===== src/rtl/lfsr_prbs_pkg.sv =====
`default_nettype none
//==============================================================================
// Module      : lfsr_prbs_pkg
// Description : Shared constants and helpers for the PRBS checker.
// Revision    : 1.0 - initial release
//==============================================================================
package lfsr_prbs_pkg;

    localparam logic [1:0] c_search = 2'd0;
    localparam logic [1:0] c_verify = 2'd1;
    localparam logic [1:0] c_locked = 2'd2;

    // Words needed before the history register holds only received bits.
    function automatic int fill_words(input int lfsr_width, input int data_width);
        return (lfsr_width + data_width - 1) / data_width;
    endfunction

    // Caller zero-extends its vector; only the low 'width' bits are counted.
    function automatic logic [8:0] popcount(input logic [255:0] vec, input int width);
        logic [8:0] cnt;
        cnt = '0;
        for (int i = 0; i < 256; i++) begin
            if (i < width) cnt = cnt + 9'(vec[i]);
        end
        return cnt;
    endfunction

endpackage
`default_nettype wire


===== src/rtl/lfsr_prbs_check_lfsr.sv =====
`default_nettype none
//==============================================================================
// Module      : lfsr_prbs_check_lfsr
// Description : Combinational LFSR next-state / output-word block.
// Revision    : 1.0 - initial release
//==============================================================================
module lfsr_prbs_check_lfsr #(
    parameter int                    LFSR_WIDTH  = 31,
    parameter logic [LFSR_WIDTH-1:0] LFSR_POLY   = 31'h10000001,
    parameter string                 LFSR_CONFIG = "FIBONACCI",
    parameter bit                    REVERSE     = 1'b0,
    parameter int                    DATA_WIDTH  = 8,
    parameter string                 STYLE       = "AUTO"
) (
    input  logic [DATA_WIDTH-1:0] data_in,
    input  logic [LFSR_WIDTH-1:0] state_in,
    output logic [DATA_WIDTH-1:0] data_out,
    output logic [LFSR_WIDTH-1:0] state_out
);

    // Bit-serial reference: MSB of the word is the first bit through the register.
    function automatic logic [LFSR_WIDTH+DATA_WIDTH-1:0] step(
        input logic [LFSR_WIDTH-1:0] s_in,
        input logic [DATA_WIDTH-1:0] d_in
    );
        logic [LFSR_WIDTH-1:0] s;
        logic [DATA_WIDTH-1:0] d;
        logic [DATA_WIDTH-1:0] o;
        logic                  fb;
        if (REVERSE) begin
            s = {<<{s_in}};
            d = {<<{d_in}};
        end else begin
            s = s_in;
            d = d_in;
        end
        o = '0;
        for (int i = DATA_WIDTH - 1; i >= 0; i--) begin
            fb = s[LFSR_WIDTH-1] ^ d[i];
            if (LFSR_CONFIG == "GALOIS") begin
                s = {s[LFSR_WIDTH-2:0], fb} ^ ({LFSR_POLY[LFSR_WIDTH-1:1], 1'b0} & {LFSR_WIDTH{fb}});
            end else begin
                for (int j = 1; j < LFSR_WIDTH; j++) begin
                    if (LFSR_POLY[j]) fb = fb ^ s[j-1];
                end
                s = {s[LFSR_WIDTH-2:0], fb};
            end
            o[i] = fb;
        end
        if (REVERSE) begin
            s = {<<{s}};
            o = {<<{o}};
        end
        return {s, o};
    endfunction

    logic [LFSR_WIDTH+DATA_WIDTH-1:0] w_result;

    generate
        if (STYLE == "REDUCTION") begin : g_reduction
            // The map is linear, so XOR together the response of every input bit.
            always_comb begin
                w_result = '0;
                for (int j = 0; j < LFSR_WIDTH; j++) begin
                    if (state_in[j]) w_result = w_result ^ step(LFSR_WIDTH'(1) << j, '0);
                end
                for (int j = 0; j < DATA_WIDTH; j++) begin
                    if (data_in[j]) w_result = w_result ^ step('0, DATA_WIDTH'(1) << j);
                end
            end
        end else begin : g_loop
            always_comb w_result = step(state_in, data_in);
        end
    endgenerate

    assign {state_out, data_out} = w_result;

endmodule
`default_nettype wire


===== src/rtl/lfsr_prbs_check.sv =====
`default_nettype none
//==============================================================================
// Module      : lfsr_prbs_check
// Description : Self-synchronising parallel PRBS checker with error counters.
// Revision    : 1.0 - initial release
//==============================================================================
module lfsr_prbs_check #(
    parameter int                    LFSR_WIDTH   = 31,
    parameter logic [LFSR_WIDTH-1:0] LFSR_POLY    = 31'h10000001,
    parameter bit                    REVERSE      = 1'b0,
    parameter int                    DATA_WIDTH   = 8,
    parameter string                 STYLE        = "AUTO",
    parameter int                    LOCK_COUNT   = 16,
    parameter int                    UNLOCK_COUNT = 4,
    parameter int                    CNT_WIDTH    = 32
) (
    input  logic                  clk,
    input  logic                  rst_n,
    input  logic [DATA_WIDTH-1:0] data_in,
    input  logic                  data_valid,
    input  logic                  resync,
    input  logic                  clear_counts,
    output logic                  locked,
    output logic [DATA_WIDTH-1:0] error_bits,
    output logic                  error_valid,
    output logic [CNT_WIDTH-1:0]  err_bit_count,
    output logic [CNT_WIDTH-1:0]  err_word_count
);
    import lfsr_prbs_pkg::*;

    localparam int c_fill_words = fill_words(LFSR_WIDTH, DATA_WIDTH);
    localparam int c_fill_w     = $clog2(c_fill_words + 1);
    localparam int c_run_w      = $clog2(LOCK_COUNT + 1);
    localparam int c_bad_w      = $clog2(UNLOCK_COUNT + 1);
    localparam int c_sum_w      = CNT_WIDTH + 10;

    logic [1:0]            r_state, w_state_nxt;
    logic [LFSR_WIDTH-1:0] r_history, w_history_nxt;
    logic [c_fill_w-1:0]   r_fill_cnt, w_fill_nxt;
    logic [c_run_w-1:0]    r_run_cnt, w_run_nxt;
    logic [c_bad_w-1:0]    r_bad_cnt, w_bad_nxt;
    logic                  r_locked;
    logic [DATA_WIDTH-1:0] r_error_bits, w_error_bits_nxt;
    logic                  r_error_valid, w_error_valid_nxt;
    logic [CNT_WIDTH-1:0]  r_err_bit_count, w_bit_cnt_nxt;
    logic [CNT_WIDTH-1:0]  r_err_word_count, w_word_cnt_nxt;

    logic [DATA_WIDTH-1:0] w_predicted;
    logic [LFSR_WIDTH-1:0] w_lfsr_state;
    logic [LFSR_WIDTH-1:0] w_shift_history;
    logic [DATA_WIDTH-1:0] w_mismatch;
    logic                  w_word_bad;

    lfsr_prbs_check_lfsr #(
        .LFSR_WIDTH  (LFSR_WIDTH),
        .LFSR_POLY   (LFSR_POLY),
        .LFSR_CONFIG ("FIBONACCI"),
        .REVERSE     (REVERSE),
        .DATA_WIDTH  (DATA_WIDTH),
        .STYLE       (STYLE)
    ) u_lfsr (
        .data_in   ('0),
        .state_in  (r_history),
        .data_out  (w_predicted),
        .state_out (w_lfsr_state)
    );

    // Self-synchronising history load: received word shifted into the register.
    generate
        if (REVERSE) begin : g_hist_lsb_first
            assign w_shift_history = LFSR_WIDTH'({data_in, r_history} >> DATA_WIDTH);
        end else begin : g_hist_msb_first
            assign w_shift_history = LFSR_WIDTH'({r_history, data_in});
        end
    endgenerate

    assign w_mismatch = data_in ^ w_predicted;
    assign w_word_bad = (w_mismatch != '0);

    function automatic logic [CNT_WIDTH-1:0] sat_add(input logic [CNT_WIDTH-1:0] a,
                                                     input logic [8:0]           b);
        logic [c_sum_w-1:0] sum;
        sum = c_sum_w'(a) + c_sum_w'(b);
        if (sum > c_sum_w'({CNT_WIDTH{1'b1}})) return '1;
        return sum[CNT_WIDTH-1:0];
    endfunction

    always_comb begin
        w_state_nxt       = r_state;
        w_history_nxt     = r_history;
        w_fill_nxt        = r_fill_cnt;
        w_run_nxt         = r_run_cnt;
        w_bad_nxt         = r_bad_cnt;
        w_error_valid_nxt = 1'b0;
        w_error_bits_nxt  = r_error_bits;
        w_bit_cnt_nxt     = clear_counts ? '0 : r_err_bit_count;
        w_word_cnt_nxt    = clear_counts ? '0 : r_err_word_count;

        if (resync) begin
            w_state_nxt   = c_search;
            w_history_nxt = '0;
            w_fill_nxt    = '0;
            w_run_nxt     = '0;
            w_bad_nxt     = '0;
        end else if (data_valid) begin
            // Once locked the history free-runs on its own prediction.
            w_history_nxt = (r_state == c_locked) ? w_lfsr_state : w_shift_history;
            case (r_state)
                c_search: begin
                    w_fill_nxt = r_fill_cnt + 1'b1;
                    if (w_fill_nxt == c_fill_w'(c_fill_words)) begin
                        w_state_nxt = c_verify;
                        w_run_nxt   = '0;
                    end
                end
                c_verify: begin
                    if (w_word_bad || (r_history == '0)) begin
                        w_run_nxt = '0;
                    end else begin
                        w_run_nxt = r_run_cnt + 1'b1;
                        if (w_run_nxt == c_run_w'(LOCK_COUNT)) begin
                            w_state_nxt = c_locked;
                            w_bad_nxt   = '0;
                        end
                    end
                end
                c_locked: begin
                    w_error_valid_nxt = 1'b1;
                    w_error_bits_nxt  = w_mismatch;
                    w_bit_cnt_nxt     = sat_add(w_bit_cnt_nxt, popcount(256'(w_mismatch), DATA_WIDTH));
                    if (w_word_bad) begin
                        w_word_cnt_nxt = sat_add(w_word_cnt_nxt, 9'd1);
                        w_bad_nxt      = r_bad_cnt + 1'b1;
                        if (w_bad_nxt == c_bad_w'(UNLOCK_COUNT)) begin
                            w_state_nxt = c_search;
                            w_fill_nxt  = '0;
                        end
                    end else begin
                        w_bad_nxt = '0;
                    end
                end
                default: begin
                    w_state_nxt = c_search;
                    w_fill_nxt  = '0;
                end
            endcase
        end
    end

    always_ff @(posedge clk or negedge rst_n) begin
        if (!rst_n) begin
            r_state          <= c_search;
            r_history        <= '0;
            r_fill_cnt       <= '0;
            r_run_cnt        <= '0;
            r_bad_cnt        <= '0;
            r_locked         <= 1'b0;
            r_error_bits     <= '0;
            r_error_valid    <= 1'b0;
            r_err_bit_count  <= '0;
            r_err_word_count <= '0;
        end else begin
            r_state          <= w_state_nxt;
            r_history        <= w_history_nxt;
            r_fill_cnt       <= w_fill_nxt;
            r_run_cnt        <= w_run_nxt;
            r_bad_cnt        <= w_bad_nxt;
            r_locked         <= (w_state_nxt == c_locked);
            r_error_bits     <= w_error_bits_nxt;
            r_error_valid    <= w_error_valid_nxt;
            r_err_bit_count  <= w_bit_cnt_nxt;
            r_err_word_count <= w_word_cnt_nxt;
        end
    end

    assign locked         = r_locked;
    assign error_bits     = r_error_bits;
    assign error_valid    = r_error_valid;
    assign err_bit_count  = r_err_bit_count;
    assign err_word_count = r_err_word_count;

endmodule
`default_nettype wire

===== config.mk =====
export PLATFORM = sky130hd
export DESIGN_NAME = lfsr_prbs_check
export DESIGN_NICKNAME = d
export VERILOG_FILES = /design/src/rtl/lfsr_prbs_pkg.sv /design/src/rtl/lfsr_prbs_check_lfsr.sv /design/src/rtl/lfsr_prbs_check.sv
export SDC_FILE = /design/constraint.sdc
export NUM_CORES = 1
export LEC_CHECK = 0
export BUFFER_PORTS_ARGS = -buffer_cell sky130_fd_sc_hd__buf_4
export CORE_MARGIN = 3
export CORE_UTILIZATION = 50
export DETAILED_ROUTE_END_ITERATION = 10
export PLACE_DENSITY_LB_ADDON = 0.15
export SYNTH_ARGS = -nofsm -noshare
export SYNTH_HDL_FRONTEND = slang
export SYNTH_HIERARCHICAL = 1
export SYNTH_SLANG_ARGS = --single-unit

===== constraint.sdc =====
create_clock -name clk -period 7.7 [get_ports clk]
set_clock_uncertainty 0.1 [all_clocks]
set_input_delay 1.925 -clock clk [delete_from_list [all_inputs] [get_ports clk]]
set_output_delay 1.925 -clock clk [all_outputs]
set_load 0.02 [all_outputs]

* Yosys cells after proc, flatten, opt, wreduce, memory -nomap -nowiden
Index checks and enable logic that the tools add are counted.
Operators by class: $add $sub $neg 12, multipliers 0, div/mod/pow operators 0, $lt $le $gt $ge 2, equal/unequal tests 12, shift operators 0, mux-type cells 76, bitwise operators 10, reduce and logical (&&, ||, !) cells 11
Operators with widths (number):
- 32-bit two-way mux | 13
- 9-bit two-way mux | 24
- 33-bit by 32-bit > comparator with 1-bit output, second input constant | 2
- 9-bit by 1-bit adder with 9-bit output | 7
- 31-bit two-way mux | 2
- 32-bit by 1-bit adder with 33-bit output, second input constant | 1
- 32-bit by 9-bit adder with 33-bit output | 1
- 31-bit logical NOT | 1
- 3-bit two-way mux | 9
- 5-bit two-way mux | 4
- 2-bit two-way mux | 7
- 1-bit two-way mux | 12
- 3-bit inequality test, second input constant | 4
- 5-bit case mux with 2 select lines | 1
- 3-bit case mux with 3 select lines | 1
- 8-bit two-way mux | 1
- 4-bit AND reduction | 2
- 8-bit nonzero test | 1
- 1-bit XOR | 8
- 8-bit XOR | 1
- 3-bit by 1-bit adder with 3-bit output, second input constant | 2
- 3-bit == test, second input constant | 2
- 2-bit case mux with 3 select lines | 1
- 3-bit case mux with 2 select lines | 1
- other kinds (12) | 15
Word-level totals: flip-flop bits (word level) 118, bits in latches 0, RAM bits 0, ROM bits 0, output and inout port bits 74, word-level logic and storage cells 133, memories kept 0

* Longest topological paths before layout
depth in word-level cells 43, gate-level depth with buffers 24

* Hierarchy
The synthesis kept the hierarchy.
By module, submodules not included:
- lfsr_prbs_check | times used 1, cells an instance 797, area an instance 7287.0 um2, seq. area each 2952.8 um2
- lfsr_prbs_check_lfsr | times used 1, cells an instance 39, area an instance 422.9 um2, seq. area each 0.0 um2

* Worst setup path before layout
No wires, ideal clock.
path type input to register, from input port data_in[1], to register r_err_bit_count[19] (netlist: err_bit_count[19]), data arrival time 6438 ps, required time 7463 ps, slack 1026 ps, stages 22, buffers on the path 1, path through xnor2_1 -> fa_1 -> inv_1 -> ha_1 -> ha_1 -> ha_1 -> ha_1 -> ha_1 -> xnor2_1 -> xnor2_1 -> nand3_1 -> xnor2_1 -> ha_1 -> inv_1 -> o21bai_1 -> a211o_1 -> a21o_1 -> a21oi_1 -> clkbuf_1 -> nor3_1 -> xnor2_1 -> o21ai_0
Between the ends: longest elaborated chain between the ends 39
Ends and longest elaborated chain:
- from (decl) | RTL line lfsr_prbs_check.sv:19 | input logic [DATA_WIDTH-1:0] data_in,
- 8-bit XOR * | RTL line lfsr_prbs_check.sv:77 | assign w_mismatch = data_in ^ w_predicted;
- 9-bit by 1-bit adder with 9-bit output * | RTL line lfsr_prbs_pkg.sv:23 | if (i < width) cnt = cnt + 9'(vec[i]);
- 9-bit two-way mux * | RTL line lfsr_prbs_check.sv:108 | case (r_state)
- 9-bit two-way mux * | RTL line lfsr_prbs_check.sv:105 | end else if (data_valid) begin
- 9-bit two-way mux * | RTL line lfsr_prbs_check.sv:99 | if (resync) begin
- 9-bit by 1-bit adder with 9-bit output * | RTL line lfsr_prbs_pkg.sv:23
- 9-bit two-way mux * | RTL line lfsr_prbs_check.sv:108
- 9-bit two-way mux * | RTL line lfsr_prbs_check.sv:105
- (+24 left out)
- 1-bit two-way mux | RTL line lfsr_prbs_check.sv:108
- 1-bit two-way mux | RTL line lfsr_prbs_check.sv:105
- 1-bit two-way mux | RTL line lfsr_prbs_check.sv:99
- 32-bit two-way mux * | RTL line lfsr_prbs_check.sv:85 | return sum[CNT_WIDTH-1:0];
- 32-bit two-way mux * | RTL line lfsr_prbs_check.sv:108
- 32-bit two-way mux * | RTL line lfsr_prbs_check.sv:105
- 32-bit two-way mux * | RTL line lfsr_prbs_check.sv:99
- net w_bit_cnt_nxt[19] | RTL line lfsr_prbs_check.sv:45 | logic [CNT_WIDTH-1:0] r_err_bit_count, w_bit_cnt_nxt;
- to (signal assigned) | RTL line lfsr_prbs_check.sv:171 | r_err_bit_count <= w_bit_cnt_nxt;
- to (decl) | RTL line lfsr_prbs_check.sv:45
The timed path passes the listed nets; every way through them passes the cells marked *. The select of a mux whose other input is x is not followed. A chain may end at the register's enable or synchronous reset.

* Final worst setup path
from input port data_in[1], to register r_err_bit_count[11] (netlist: err_bit_count[11])
The elaborated chain is that of the path after synthesis.

==> results.md <==
- Run status: finished clean
- Antenna cell count: 0
- Hold buffer count at cts: 0
- Ys flop type: dfrtp_1
- Top-area cell type share of the netlist area: around two fifths
- Cell row count: 44
- Post-DRT Antenna Nets: 0
- Seq cells post-synth: 118
- Final hold vios: 0
- Worst endpoint data arrival time: around 7.3 ns
- Mapped Cells: 836
- Initial core utilization: 52.1%
- CP Class: in -> reg
- Mapped Avg Cell Area: 9.22 um^2
- GRT Overall Usage: a little under a quarter
- Root Driver: clkbuf_16
- Fin nets: 938
- CP Buf/Inv Count: 3
- Post-CTS setup buffer count: 0
- Crit path capture: err_bit_count[11]$_DFF_PN0_
- Cell internal pwr: 1.40 mW
- Worst r2r dst: err_bit_count[11]$_DFF_PN0_
- Clock sinks: ~120
- Filler cells: ~1200
- Initial antenna violation count: 0
- YS warnings: 6
- Slew Limit Fails: 0
- Worst EP required: approximately 7.8 ns
- Largest family of logic cells by synthesized area: simple AND/OR/NAND/NOR gates
- Cell Chain, Critical Path: buf_4, xnor2_1, fa_1, inv_1, ha_1, ha_1, ha_1, xnor2_1, xnor2_1, nand2_1, xor2_1, o21ai_0, xnor2_1, nand4_1, nor2_1, ha_1, o21a_1, o21ai_0, a21oi_1, o211ai_1, nor3_2, buf_4, nand2_1, o21ai_0
- DR iter-0 viols: roughly 520
- First-pass GRT wire length: around 31 mm
- Max cap viols: 0
- Final setup fails: 0
- Post-Syn Area: 7710 um^2
- Top cell type by total area after synthesis: dfrtp_1
- Post-synthesis simple-gate area fraction: 22.9%
- Most common cell after layout, fill and taps aside: dfrtp_1
- Worst setup startpoint: data_in[1]
- Post-route setup slack: approximately 0.59 ns
- Total grt overflow: 0
- Unrepaired setup endpoints after global routing: false
- Drt wl/cell: between 15 and 20 um
- H-tree levels: 4
- DR pass1 iterations: 5
- Die X: between 100 and 150 um
- Post-synthesis xor/xnor area fraction: 8.60%
- Via count: approximately 6500
- Clock tree buffer depth: 2
- Footprint of the multi-input gates: 4340 um^2
- CP Max Fanout: 21
- EDFF count, synth: 0
- Clock edge transition at the registers on the reported setup and hold paths: 0.05 ns
- R2R Setup Slk: between 1 and 1.5 ns
- Adder-cell share of the synthesized area: between 5 and 6%
- Hpwl dp: about 13 mm
- Crit start category: input pin
- CP max stage delay: roughly 0.47 ns
- VDD IR-drop max: 0.000181 V
- Hold Path Class: reg -> reg
- Largest net degree at the start of global routing: 70
- Register area: around 3000 um^2
- Fmax: ~140 MHz
- Drt drc: 0
- Mux cell area share after synthesis: 4.56%
- Worst-Margin Slew: a little under 0.9 ns
- Power Density: around 220 nW/um^2
- I/O Buffers: 86
- Die area: ~17000 um^2
- Crit path max-delay family: adder cells
- Switching power: between 500 and 600 uW
- R2r startpoint: r_history[23]$_DFFE_PN0N_
- Core Footprint: 14800 um^2
- Part of the cycle the worst path needs: between 90% and 100%
- Reg2Reg Depth: 24
- Layout cells sized above 1: between 10% and 20%
- CP max stage cell: fa_1
- Die extent in y: around 130 um
- Crit end category: flip-flop
- Post-synthesis cell type count: 70
- Worst-Skew Late Latency: about 0.41 ns
- Final RePlAce weighted congestion: 0.915
- Clock share of power: between 40% and 50%
- Number of global-route vias before repair: slightly above 6000
- Min Tclk post-route: 7.11 ns
- Reg power frac: around 33%
- Seq/Total Area, Yosys: 38.3%
- Net Sw Frac: 29.5%
- Top cells by area, synth: dfrtp_1, ha_1, mux2i_1
- Setup TNS Final: 0 ns
- Post-synthesis compound-gate area fraction: roughly 14%
- Area grow syn2layout: 16.2%
- Cells resized by post-CTS repair: 0
- Via density: 5.95
- WL final: between 15 and 20 mm
- Critical path depth: 24
- Commonest cells after routing, fill and taps aside: dfrtp_1, buf_4, nor2_1
- Async SR Flop Fraction: 100%
- LEAKAGE: between 4 and 5 nW
- Rel. slew slack: 41.0%
- Num CTS Buffers: 17
- Placement Setup Slack: between 0.3 and 0.4 ns
- # IOs: 87
- CTS tree: yes
- Logic pwr share: ~25%
-- synth_stat cells (5+ instances only) --
| master | number |
|---|---|
| ha_1 | 29 |
| nand2_1 | 67 |
| clkbuf_1 | 29 |
| and2_1 | 7 |
| nand3_1 | 24 |
| nand3b_1 | 5 |
| buf_4 | 31 |
| xor3_1 | 8 |
| nor2_1 | 77 |
| a31oi_1 | 20 |
| mux2i_1 | 34 |
| nand2b_1 | 6 |
| and3_1 | 22 |
| nor4_1 | 17 |
| nor3_1 | 19 |
| xnor2_1 | 38 |
| o21a_1 | 6 |
| a21oi_1 | 30 |
| a211oi_1 | 36 |
| and4_1 | 5 |
| xor2_1 | 16 |
| nor2b_1 | 24 |
| inv_1 | 20 |
| o21ai_0 | 53 |
| nand4_1 | 18 |
| dfrtp_1 | 118 |
-- registers in the layout, summed over array words and instances (netlist names) --
| name | flops |
|---|---|
| r_run_cnt | 5 |
| error_bits | 8 |
| r_fill_cnt | 3 |
| r_state | 2 |
| r_history | 31 |
| err_word_count | 32 |
| r_bad_cnt | 3 |
| locked | 1 |
| err_bit_count | 32 |
| error_valid | 1 |
-- how the worst min path moves through the flow --
stage,startpoint,to,slack [ns],cells after the start
final,error_bits[6]$_DFFE_PN0P_,error_bits[6]$_DFFE_PN0P_,0.39,2
after global routing,error_bits[6]$_DFFE_PN0P_,error_bits[6]$_DFFE_PN0P_,0.41,2
after CTS,error_bits[6]$_DFFE_PN0P_,error_bits[6]$_DFFE_PN0P_,0.39,2
after detailed placement,error_bits[6]$_DFFE_PN0P_,error_bits[6]$_DFFE_PN0P_,0.37,2
after global placement,error_bits[6]$_DFFE_PN0P_,error_bits[6]$_DFFE_PN0P_,0.37,2
after floorplan,r_bad_cnt[2]$_DFFE_PN0P_,r_bad_cnt[2]$_DFFE_PN0P_,0.37,1
-- power groups by stage --
stage / logic (mW) / clock network [mW] / registers (mW)
after floorplan: 0.409 / 0 / 0.652
after global placement: 0.472 / 0 / 0.655
after detailed placement: 0.484 / 0 / 0.655
after CTS: 0.495 / 0.857 / 0.644
after global routing: 0.566 / 0.887 / 0.646
final: 0.493 / 0.844 / 0.645
-- kinds of logic (layout without fill, tap and decap cells) --
kind of cell	after synthesis	after routing
xor gates and xnor gates	62	62
DFF	118	118
buffers and inverters	88	150
other	1	10
AOI/OAI and AO/OA	175	175
adders and majority gates	32	32
muxes	35	35
and+or+nand+nor	325	325
-- worst register-to-register path: stages, from the launching register on --
cell	delay (ns)
dfrtp_1	0.43
xor3_1	0.50
xnor2_1	0.37
fa_1	0.49
inv_1	0.10
ha_1	0.23
ha_1	0.22
ha_1	0.20
xnor2_1	0.13
xnor2_1	0.44
nand2_1	0.12
xor2_1	0.16
o21ai_0	0.26
xnor2_1	0.24
nand4_1	0.13
nor2_1	0.16
ha_1	0.29
o21a_1	0.20
o21ai_0	0.19
a21oi_1	0.11
o211ai_1	0.29
nor3_2	0.06
buf_4	0.16
nand2_1	0.46
o21ai_0	0.22
-- through the flow --
step | power, mW | instance area (um^2) | utilization, % | instances | hold slack, ns
6_report | 1.98 | 8960 | 60.5 | 1091 | 0.386
5_1_grt | 2.10 | 8960 | 60.5 | 1091 | 0.408
4_1_cts | 2.00 | 8960 | 60.5 | 1091 | 0.391
3_5_place_dp | 1.14 | 8330 | 56.2 | 1059 | 0.366
3_3_place_gp | 1.13 | 8330 | 56.2 | 1059 | 0.367
2_1_floorplan | 1.06 | 7740 | - | 845 | 0.370
-- layout make-up --
cell class | instances | share of cell area (%)
Multi-Input combinational cell | 639 | 48.4
Sequential cell | 118 | 33.0
Timing Repair Buffer | 97 | 8.13
Clock buffer | 19 | 5.06
Tap cell | 184 | 2.57
Clock inverter | 13 | 2.00
Inverter | 21 | 0.880
-- metal layers --
| layer | track usage, % | wire length [um] | vias up |
|---|---|---|---|
| met5 | 0 | 0 | - |
| met2 | 36.5 | 9060 | 168 |
| met4 | 7.15 | 283 | 0 |
| met1 | 30.3 | 8730 | 3191 |
| li1 | - | - | 3101 |
| met3 | 5.20 | 743 | 32 |
(Power assumes the default switching activity.)
